--- config.mk ---
export PLATFORM = sky130hd
export DESIGN_NAME = id_stage_pipe_flat
export DESIGN_NICKNAME = d
export VERILOG_FILES = /design/src/rtl/id_stage_pipe_if.sv /design/src/rtl/id_stage_pipe.sv /design/src/flat_wrapper.sv
export SDC_FILE = /design/constraint.sdc
export NUM_CORES = 1
export LEC_CHECK = 0
export CORE_ASPECT_RATIO = 0.9
export CORE_MARGIN = 1.5
export CORE_UTILIZATION = 33
export DETAILED_ROUTE_END_ITERATION = 10
export PLACE_DENSITY = 0.77
export SLEW_MARGIN = 5
export SYNTH_ARGS = -nofsm -noshare
export SYNTH_HDL_FRONTEND = slang
export SYNTH_SLANG_ARGS = --single-unit
export TNS_END_PERCENT = 5
--- constraint.sdc ---
create_clock -name clk -period 2.6 [get_ports clk]
set_input_delay 0.26 -clock clk [delete_from_list [all_inputs] [get_ports clk]]
set_output_delay 0.26 -clock clk [all_outputs]
set_load 0.01 [all_outputs]
--- src/rtl/id_stage_pipe_if.sv ---
// Fetch-to-decode and decode-to-execute signal bundle for id_stage_pipe.
// The slave modport is the decode stage's view; master is the surrounding pipeline.
interface id_stage_pipe_if #(
  parameter int XLEN = 32
);
  logic            in_valid;
  logic            in_ready;
  logic [31:0]     inst;
  logic            flush;
  logic [4:0]      rs1_addr;
  logic [4:0]      rs2_addr;
  logic [XLEN-1:0] rs1_data;
  logic [XLEN-1:0] rs2_data;
  logic            ex_rd_wen;
  logic [4:0]      ex_rd_addr;
  logic [XLEN-1:0] ex_rd_data;
  logic            out_valid;
  logic            out_ready;
  logic [XLEN-1:0] op1;
  logic [XLEN-1:0] op2;
  logic [3:0]      alu_op;
  logic [4:0]      rd_addr;
  logic            rd_wen;
  logic            illegal;

  modport slave (
    input  in_valid, inst, flush, rs1_data, rs2_data,
           ex_rd_wen, ex_rd_addr, ex_rd_data, out_ready,
    output in_ready, rs1_addr, rs2_addr, out_valid,
           op1, op2, alu_op, rd_addr, rd_wen, illegal
  );

  modport master (
    output in_valid, inst, flush, rs1_data, rs2_data,
           ex_rd_wen, ex_rd_addr, ex_rd_data, out_ready,
    input  in_ready, rs1_addr, rs2_addr, out_valid,
           op1, op2, alu_op, rd_addr, rd_wen, illegal
  );
endinterface

--- src/rtl/id_stage_pipe.sv ---
// RV32I decode stage for OP-IMM, OP and LUI with EX bypass and an ID/EX
// register under a valid/ready handshake, flush and asynchronous reset.
module id_stage_pipe #(
  parameter int XLEN   = 32,
  parameter bit FWD_EN = 1'b1
) (
  input logic clk,
  input logic rst,
  id_stage_pipe_if.slave bus
);

  localparam logic [6:0] OPC_OP_IMM = 7'b0010011;
  localparam logic [6:0] OPC_OP     = 7'b0110011;
  localparam logic [6:0] OPC_LUI    = 7'b0110111;
  localparam logic [6:0] F7_ZERO    = 7'b0000000;
  localparam logic [6:0] F7_ALT     = 7'b0100000;

  localparam logic [3:0] ALU_ADD  = 4'd0;
  localparam logic [3:0] ALU_SUB  = 4'd1;
  localparam logic [3:0] ALU_SLL  = 4'd2;
  localparam logic [3:0] ALU_SLT  = 4'd3;
  localparam logic [3:0] ALU_SLTU = 4'd4;
  localparam logic [3:0] ALU_XOR  = 4'd5;
  localparam logic [3:0] ALU_SRL  = 4'd6;
  localparam logic [3:0] ALU_SRA  = 4'd7;
  localparam logic [3:0] ALU_OR   = 4'd8;
  localparam logic [3:0] ALU_AND  = 4'd9;

  logic [6:0]      opcode;
  logic [2:0]      funct3;
  logic [6:0]      funct7;
  logic [4:0]      rd;
  logic            is_op_imm, is_op, is_lui;
  logic [4:0]      rs1_sel, rs2_sel;
  logic [XLEN-1:0] src1, src2;
  logic [XLEN-1:0] imm_i, imm_u, shamt;
  logic [XLEN-1:0] op1_d, op2_d;
  logic [3:0]      alu_d;
  logic            illegal_d, rd_wen_d;
  logic            accept;

  logic            out_valid_q;
  logic [XLEN-1:0] op1_q, op2_q;
  logic [3:0]      alu_q;
  logic [4:0]      rd_q;
  logic            rd_wen_q, illegal_q;

  assign opcode    = bus.inst[6:0];
  assign funct3    = bus.inst[14:12];
  assign funct7    = bus.inst[31:25];
  assign rd        = bus.inst[11:7];
  assign is_op_imm = (opcode == OPC_OP_IMM);
  assign is_op     = (opcode == OPC_OP);
  assign is_lui    = (opcode == OPC_LUI);

  // Unused sources read as x0 so they can never match the bypass address.
  assign rs1_sel = (is_op_imm || is_op) ? bus.inst[19:15] : 5'd0;
  assign rs2_sel = is_op ? bus.inst[24:20] : 5'd0;
  assign bus.rs1_addr = rs1_sel;
  assign bus.rs2_addr = rs2_sel;

  assign src1 = (FWD_EN && bus.ex_rd_wen && (bus.ex_rd_addr != 5'd0) && (bus.ex_rd_addr == rs1_sel))
                ? bus.ex_rd_data : bus.rs1_data;
  assign src2 = (FWD_EN && bus.ex_rd_wen && (bus.ex_rd_addr != 5'd0) && (bus.ex_rd_addr == rs2_sel))
                ? bus.ex_rd_data : bus.rs2_data;

  always_comb begin
    imm_i        = {XLEN{bus.inst[31]}};
    imm_i[11:0]  = bus.inst[31:20];
    imm_u        = {XLEN{bus.inst[31]}};
    imm_u[31:0]  = {bus.inst[31:12], 12'b0};
    shamt        = '0;
    shamt[4:0]   = bus.inst[24:20];
  end

  always_comb begin
    illegal_d = 1'b0;
    alu_d     = ALU_ADD;
    op1_d     = '0;
    op2_d     = '0;
    case (opcode)
      OPC_OP_IMM: begin
        op1_d = src1;
        op2_d = imm_i;
        case (funct3)
          3'b000: alu_d = ALU_ADD;
          3'b001: begin
            alu_d = ALU_SLL;
            op2_d = shamt;
            if (funct7 != F7_ZERO) illegal_d = 1'b1;
          end
          3'b010: alu_d = ALU_SLT;
          3'b011: alu_d = ALU_SLTU;
          3'b100: alu_d = ALU_XOR;
          3'b101: begin
            op2_d = shamt;
            if (funct7 == F7_ZERO)     alu_d = ALU_SRL;
            else if (funct7 == F7_ALT) alu_d = ALU_SRA;
            else                       illegal_d = 1'b1;
          end
          3'b110: alu_d = ALU_OR;
          default: alu_d = ALU_AND;
        endcase
      end
      OPC_OP: begin
        op1_d = src1;
        op2_d = src2;
        case (funct3)
          3'b000: alu_d = ALU_ADD;
          3'b001: alu_d = ALU_SLL;
          3'b010: alu_d = ALU_SLT;
          3'b011: alu_d = ALU_SLTU;
          3'b100: alu_d = ALU_XOR;
          3'b101: alu_d = ALU_SRL;
          3'b110: alu_d = ALU_OR;
          default: alu_d = ALU_AND;
        endcase
        if (funct7 == F7_ALT) begin
          if (funct3 == 3'b000)      alu_d = ALU_SUB;
          else if (funct3 == 3'b101) alu_d = ALU_SRA;
          else                       illegal_d = 1'b1;
        end else if (funct7 != F7_ZERO) begin
          illegal_d = 1'b1;
        end
      end
      OPC_LUI: op2_d = imm_u;
      default: illegal_d = 1'b1;
    endcase
    // Illegal instructions carry a neutral payload to the trap logic.
    if (illegal_d) begin
      op1_d = '0;
      op2_d = '0;
      alu_d = ALU_ADD;
    end
  end

  assign rd_wen_d     = !illegal_d && (rd != 5'd0);
  assign bus.in_ready = !out_valid_q || bus.out_ready;
  assign accept       = bus.in_valid && bus.in_ready;

  always_ff @(posedge clk or posedge rst) begin
    if (rst) begin
      out_valid_q <= 1'b0;
      op1_q       <= '0;
      op2_q       <= '0;
      alu_q       <= ALU_ADD;
      rd_q        <= 5'd0;
      rd_wen_q    <= 1'b0;
      illegal_q   <= 1'b0;
    end else if (bus.flush) begin
      out_valid_q <= 1'b0;
    end else if (accept) begin
      out_valid_q <= 1'b1;
      op1_q       <= op1_d;
      op2_q       <= op2_d;
      alu_q       <= alu_d;
      rd_q        <= rd;
      rd_wen_q    <= rd_wen_d;
      illegal_q   <= illegal_d;
    end else if (bus.out_ready) begin
      out_valid_q <= 1'b0;
    end
  end

  assign bus.out_valid = out_valid_q;
  assign bus.op1       = op1_q;
  assign bus.op2       = op2_q;
  assign bus.alu_op    = alu_q;
  assign bus.rd_addr   = rd_q;
  assign bus.rd_wen    = rd_wen_q;
  assign bus.illegal   = illegal_q;

endmodule

--- src/flat_wrapper.sv ---
// flat-port wrapper written by rule: the top's interface ports become plain ports
module id_stage_pipe_flat 
#(
  parameter int XLEN   = 32,
  parameter bit FWD_EN = 1'b1
)
  (clk, rst, bus_in_valid, bus_inst, bus_flush, bus_rs1_data, bus_rs2_data, bus_ex_rd_wen, bus_ex_rd_addr, bus_ex_rd_data, bus_out_ready, bus_in_ready, bus_rs1_addr, bus_rs2_addr, bus_out_valid, bus_op1, bus_op2, bus_alu_op, bus_rd_addr, bus_rd_wen, bus_illegal);
  id_stage_pipe_if #(.XLEN(XLEN)) bus_i ();
  input logic clk;
  input logic rst;
  input wire logic [$bits(bus_i.in_valid)-1:0] bus_in_valid;
  input wire logic [$bits(bus_i.inst)-1:0] bus_inst;
  input wire logic [$bits(bus_i.flush)-1:0] bus_flush;
  input wire logic [$bits(bus_i.rs1_data)-1:0] bus_rs1_data;
  input wire logic [$bits(bus_i.rs2_data)-1:0] bus_rs2_data;
  input wire logic [$bits(bus_i.ex_rd_wen)-1:0] bus_ex_rd_wen;
  input wire logic [$bits(bus_i.ex_rd_addr)-1:0] bus_ex_rd_addr;
  input wire logic [$bits(bus_i.ex_rd_data)-1:0] bus_ex_rd_data;
  input wire logic [$bits(bus_i.out_ready)-1:0] bus_out_ready;
  output wire logic [$bits(bus_i.in_ready)-1:0] bus_in_ready;
  output wire logic [$bits(bus_i.rs1_addr)-1:0] bus_rs1_addr;
  output wire logic [$bits(bus_i.rs2_addr)-1:0] bus_rs2_addr;
  output wire logic [$bits(bus_i.out_valid)-1:0] bus_out_valid;
  output wire logic [$bits(bus_i.op1)-1:0] bus_op1;
  output wire logic [$bits(bus_i.op2)-1:0] bus_op2;
  output wire logic [$bits(bus_i.alu_op)-1:0] bus_alu_op;
  output wire logic [$bits(bus_i.rd_addr)-1:0] bus_rd_addr;
  output wire logic [$bits(bus_i.rd_wen)-1:0] bus_rd_wen;
  output wire logic [$bits(bus_i.illegal)-1:0] bus_illegal;
  assign bus_i.in_valid = bus_in_valid;
  assign bus_i.inst = bus_inst;
  assign bus_i.flush = bus_flush;
  assign bus_i.rs1_data = bus_rs1_data;
  assign bus_i.rs2_data = bus_rs2_data;
  assign bus_i.ex_rd_wen = bus_ex_rd_wen;
  assign bus_i.ex_rd_addr = bus_ex_rd_addr;
  assign bus_i.ex_rd_data = bus_ex_rd_data;
  assign bus_i.out_ready = bus_out_ready;
  assign bus_in_ready = bus_i.in_ready;
  assign bus_rs1_addr = bus_i.rs1_addr;
  assign bus_rs2_addr = bus_i.rs2_addr;
  assign bus_out_valid = bus_i.out_valid;
  assign bus_op1 = bus_i.op1;
  assign bus_op2 = bus_i.op2;
  assign bus_alu_op = bus_i.alu_op;
  assign bus_rd_addr = bus_i.rd_addr;
  assign bus_rd_wen = bus_i.rd_wen;
  assign bus_illegal = bus_i.illegal;
  id_stage_pipe #(.XLEN(XLEN), .FWD_EN(FWD_EN)) u_core (.clk(clk), .rst(rst), .bus(bus_i));
endmodule
After elaboration in Yosys (flattened, before gate mapping) --
Index checks and enable logic that the tools add are counted.
Storage, ports and cells: bits of input ports 139, flip-flop bits (word level) 76, output and inout port bits 87, logic and storage cells 67
Cells by class: reductions and logical operators 18, bitwise logic cells 1, equal/unequal tests 12, multiplexer cells 29
Operators with widths (count):
- $mux W32 | 6
- $pmux W32 S3 | 1
- $pmux W4 S7 | 2
- $eq A7 B6 Y1 const B | 3
- $mux W4 | 5
- $eq A5 B5 Y1 | 2
- $mux W5 | 2
- $reduce_bool A5 Y1 | 2
- $eq A3 B3 Y1 const B | 3
- $mux W1 | 9
- $pmux W4 S2 | 1
- $eq A7 B5 Y1 const B | 1
- $logic_not A7 Y1 | 1
- $reduce_bool A7 Y1 | 1
- $eq A3 B2 Y1 const B | 2
- $logic_and A1 B1 Y1 | 5
- $reduce_or A2 Y1 | 2
- $eq A3 B1 Y1 const B | 1
- $logic_not A3 Y1 | 1
- $mux W3 | 1
- $pmux W1 S3 | 1
- $reduce_bool A3 Y1 | 1
- $logic_not A1 Y1 | 2
- $logic_or A1 B1 Y1 | 2
- 3 further kinds | 3

Logic depth before layout (Yosys ltp) --
word-level depth 8, mapped depth 9, gate-level depth less buffers 6

Least setup slack after synthesis --
OpenSTA, ideal clock, no wires.
kind input -> register, from input bus_inst[25], to register u_core.op2_q[14] (netlist: u_core.bus.op2[14]), slack 0.629 ns, cell stages on the path 7, library setup time 0.077 ns, data arrival time 1.894 ns, required time 2.523 ns, buffers on the path 1, path through or4_4 a2111oi_4 o31ai_2 a21o_1 buf_6 o31a_1 o21ai_1
On the way: cells in the longest elaborated chain, start to end 6, elaborated cells between the ends (all ways) 10, those cells by class 1 x eq/ne; 7 x mux; 2 x reduce/logical
RTL lines:
- start, declared | line flat_wrapper.sv:12 | input wire logic [$bits(bus_i.inst)-1:0] bus_inst;
- $eq A7 B6 Y1 | line id_stage_pipe.sv:98, id_stage_pipe.sv:118
- $mux W1 | line id_stage_pipe.sv:98 | else if (funct7 == F7_ALT) alu_d = ALU_SRA;
- $mux W1 | line id_stage_pipe.sv:97 | if (funct7 == F7_ZERO) alu_d = ALU_SRL;
- $pmux W1 S2 | line id_stage_pipe.sv:85 | case (funct3)
- $pmux W1 S3 * | line id_stage_pipe.sv:81 | case (opcode)
- $mux W32 * | line id_stage_pipe.sv:130 | if (illegal_d) begin
- end signal, assigned | line id_stage_pipe.sv:155 | op2_q <= op2_d;
- end, declared | line id_stage_pipe.sv:43 | logic [XLEN-1:0] op1_q, op2_q;
Mark *: on every way between the ends. The rest lies on a longest branch, timed or not. A chain may end at the register's enable or synchronous reset.

Final worst setup path --
from input bus_inst[4], to output bus_rs1_addr[1]
On the way: cells in the longest elaborated chain, start to end 3, elaborated cells between the ends (all ways) 4, those cells by class 2 x eq/ne; 1 x mux; 1 x reduce/logical
RTL lines:
- $eq A7 B5 Y1 or $eq A7 B6 Y1 (tied branches) | line id_stage_pipe.sv:52, id_stage_pipe.sv:53
- $logic_or A1 B1 Y1 * | line id_stage_pipe.sv:57 | assign rs1_sel = (is_op_imm || is_op) ? bus.inst[19:15] : 5'd0;
- $mux W5 * | line id_stage_pipe.sv:57
- end, declared | line flat_wrapper.sv:21 | output wire logic [$bits(bus_i.rs1_addr)-1:0] bus_rs1_addr;
Marks and branches as above.

==> results by group <==
STA
  – Fin. Hold Viols: 0
  – Min Clock Period, post-route: between 2 and 2.5 ns
  – Period Utilization, post-route: 0.862
  – RSZ-0062 raised after global routing: no
  – Relative slew slack: 0.541
  – TNS Setup: 0 ns
  – Clock Skew: 0.0113 ns
  – Final count of negative-setup-slack endpoints: 0
  – Final Max Slew Viols: 0
  – Worst Tran Pin Value: 0.684 ns
  – Max Clk Rate: 0.446 GHz

Synth
  – Seq/Total Area, Yosys: 0.430
  – Post-synthesis compound-gate area fraction: 0.212
  – Mapped Nets: 619
  – Synth Instances: 480
  – Post-Synth Adder-Cell Area: 0
  – Largest family of logic cells by synthesized area: compound AO/OA/AOI/OAI gates
  – Xor and xnor fraction of the mapped netlist area: 0.00991
  – Synth area leaders: dfrtp_1 43%, mux2i_1 14%, o21ai_1 7.8%
  – Post-synth EDFFs: 0
  – Synthesized cell area: 0.00442 mm2
  – Syn Area/Cell: 9.20 um2
  – Post-synth cell types: 53
  – Post-Synth Simple-Gate Area: 0.155
  – FFs w/ async S/R, synth: 1.00
  – Synth top area share: 0.430
  – Area leader, netlist: dfrtp_1
  – Yosys warnings: 0
  – Post-synth top flop: dfrtp_1
  – Yosys reg bits: 76
  – Mux share of post-synthesis cell area: 0.143

Die
  – Core area: 0.0129 mm2
  – Initial Util: 0.343
  – # IOs: 226
  – Die Width: roughly 120 um
  – Die ar.: approximately 0.014 mm2
  – Die Y: 113 um
  – Num rows: 39

GRT
  – Tot GR Track Use: 0.225
  – Initial antenna violation count: 0
  – Global-route wire length before repair: ~25 mm
  – GR Overflow Total: 0
  – Vias in the first global route: 4832
  – Largest net degree at the start of global routing: 66

Finish
  – Filler cells: 1152
  – Diode count: 0
  – Multi-input gate area: 0.00231 mm2
  – Area delta synth->final: 66.0%
  – Sequential Area: 0.00190 mm2
  – Post-layout nets: 854
  – Proportion of layout cells with a drive suffix above 1: 0.0875
  – Final core occ: 0.569

Route
  – Wire per inst: 18.1 um
  – Total wire length: approximately 16 mm
  – ANT nets after route: 0
  – Initial DRT Pass Iterations: 4
  – Routed vias: 4580
  – DR iter-0 viols: 232
  – Drt drc: 0
  – Vias/cell: 5.18

Clock network
  – Hold bufs inserted after CTS: 0
  – Post-CTS sizing: 0
  – CTS root buf: clkbuf_16
  – CTS tree: built
  – Setup bufs post-CTS: 0
  – Clk slew on worst S/H paths: 0.06 ns
  – Clock Sink Count: 76
  – Clk_lat worst skew: 0.34 ns
  – CTS buffer count: 9
  – Clock buffer depth: 2
  – H-tree levels: 3

Worst setup path
  – CP max stage cell: clkdlybuf4s50_1
  – R2R cell count: 7
  – Arrival time worst endpoint: 1.98 ns
  – Critical path fanouts, max: 9
  – Kind of critical path: input pin to output pin
  – Worst Path Buf+Inv: 4
  – Crit Reg-Reg Startpoint: u_core.bus.out_valid
  – Critical Path End Type: output pin
  – Req. time, crit path: 2.34 ns
  – Critical Path, Cell by Cell: clkdlybuf4s50_1, nor3b_1, buf_4, buf_4, and3_1, clkdlybuf4s50_1
  – Delay-heaviest family, CP: buffers and inverters
  – RR Endpoint: u_core.bus.op2[2]
  – Startpoint types: input pin
  – CP peak stage delay: 0.55 ns
  – Reg2reg setup slack: 0.60 ns

Hold path
  – Hold Path Class: input pin to asynchronous set/reset pin

Status
  – Status: finished clean

Pwr
  – Pwr dens: 399 mW/mm2
  – Static leakage power: 3.12 nW
  – Maximum vdd ir drop: roughly 0.29 mV

Flow run
  – Max cap viols: 0

Place
  – Global placement routability congestion: 0.827
  – Half-perimeter wire length after placement: 12.5 mm
  – # port buffers: 225
sequential cells by signal, summed over array words and instances (netlist names):
register	count
u_core.bus.op2	32
u_core.bus.op1	32
u_core.bus.illegal	1
u_core.bus.rd_wen	1
u_core.bus.out_valid	1
u_core.bus.rd_addr	5
u_core.bus.alu_op	4
routing by layer:
layer,GRT usage,wire (um),share of wire
met1,0.272,6490,0.41
met2,0.399,8070,0.51
met3,0.0681,1290,0.080
met4,0.0500,130,0.0081
met5,0,0,0
worst register-to-register path: cells and delay by family (launching register included):
| family | cells | cell delay [ns] |
|---|---|---|
| AOI/OAI and AO/OA | 1 | 0.22 |
| buffers and inverters | 2 | 0.33 |
| DFF | 1 | 0.37 |
| and+or+nand+nor | 4 | 1.01 |
report_power, final:
group	total, W	switching (W)	internal [W]
Sequential	0.00121	0.00000898	0.00120
Clock	0.00118	0.000507	0.000674
Combinational	0.000540	0.000232	0.000308
cell families after synthesis:
logic type | count (synthesis)
buffers and inverters | 45
muxes | 63
xor gates and xnor gates | 5
and+or+nand+nor | 143
DFF | 76
AOI/OAI and AO/OA | 148
Yosys cell counts, drive strengths merged, types with 5 or more instances:
library cell  count
nand2            82
dfrtp            76
o21ai            71
mux2i            63
a21oi            22
clkbuf           22
o31a             20
nor2             17
buf              14
and3              9
inv               9
nor3              8
a31oi             7
a22oi             5
how the worst max path moves through the flow:
stage | start | to | slack, ns | depth (start not counted)
after floorplan | rst | u_core.bus.alu_op[0] | 0.40 | 1
after global placement | bus_inst[4] | u_core.bus.op1[12] | 0.06 | 8
after detailed placement | bus_inst[4] | u_core.bus.op1[25] | 0.02 | 8
after CTS | bus_inst[4] | bus_rs1_addr[1] | 0.35 | 6
after global routing | bus_inst[4] | u_core.bus.op1[13] | 0.24 | 8
final | bus_inst[4] | bus_rs1_addr[1] | 0.36 | 6
through the flow:
step / hold WS (ns) / total power (W) / cells / area [um2] / worst slack, ns
floorplan: 0.326 / 0.00141 / 480 / 4420 / 0.402
detailed placement: 0.469 / 0.00177 / 868 / 7060 / 0.0173
CTS: 0.253 / 0.00295 / 884 / 7340 / 0.355
global route: 0.280 / 0.00305 / 884 / 7340 / 0.235
finish: 0.243 / 0.00293 / 884 / 7340 / 0.359
global placement: 0.460 / 0.00176 / 868 / 7060 / 0.0592
cell usage in the layout (no fill, tap or decap), types with 4 or more instances in the layout:
| cell | count |
|---|---|
| a22oi_1 | 5 |
| nand2_1 | 82 |
| clkdlybuf4s50_1 | 225 |
| clkbuf_16 | 9 |
| buf_4 | 28 |
| a31oi_1 | 7 |
| xnor2_1 | 4 |
| nor3_1 | 6 |
| o31a_1 | 20 |
| mux2i_1 | 63 |
| o211ai_1 | 4 |
| nor2_1 | 17 |
| dfrtp_1 | 76 |
| and2_1 | 4 |
| a21oi_1 | 22 |
| o21ai_1 | 68 |
| inv_1 | 6 |
| and3_1 | 8 |
| buf_12 | 7 |
final cells by class:
| type | count | area share |
|---|---|---|
| Clock inverter | 5 | 0.00495 |
| Clock buffer | 11 | 0.0331 |
| Inverter | 9 | 0.00478 |
| Tap cell | 164 | 0.0280 |
| Multi-Input combinational cell | 359 | 0.315 |
| Sequential cell | 76 | 0.259 |
| Timing Repair Buffer | 260 | 0.355 |
Power figures use the tool's default switching activity.
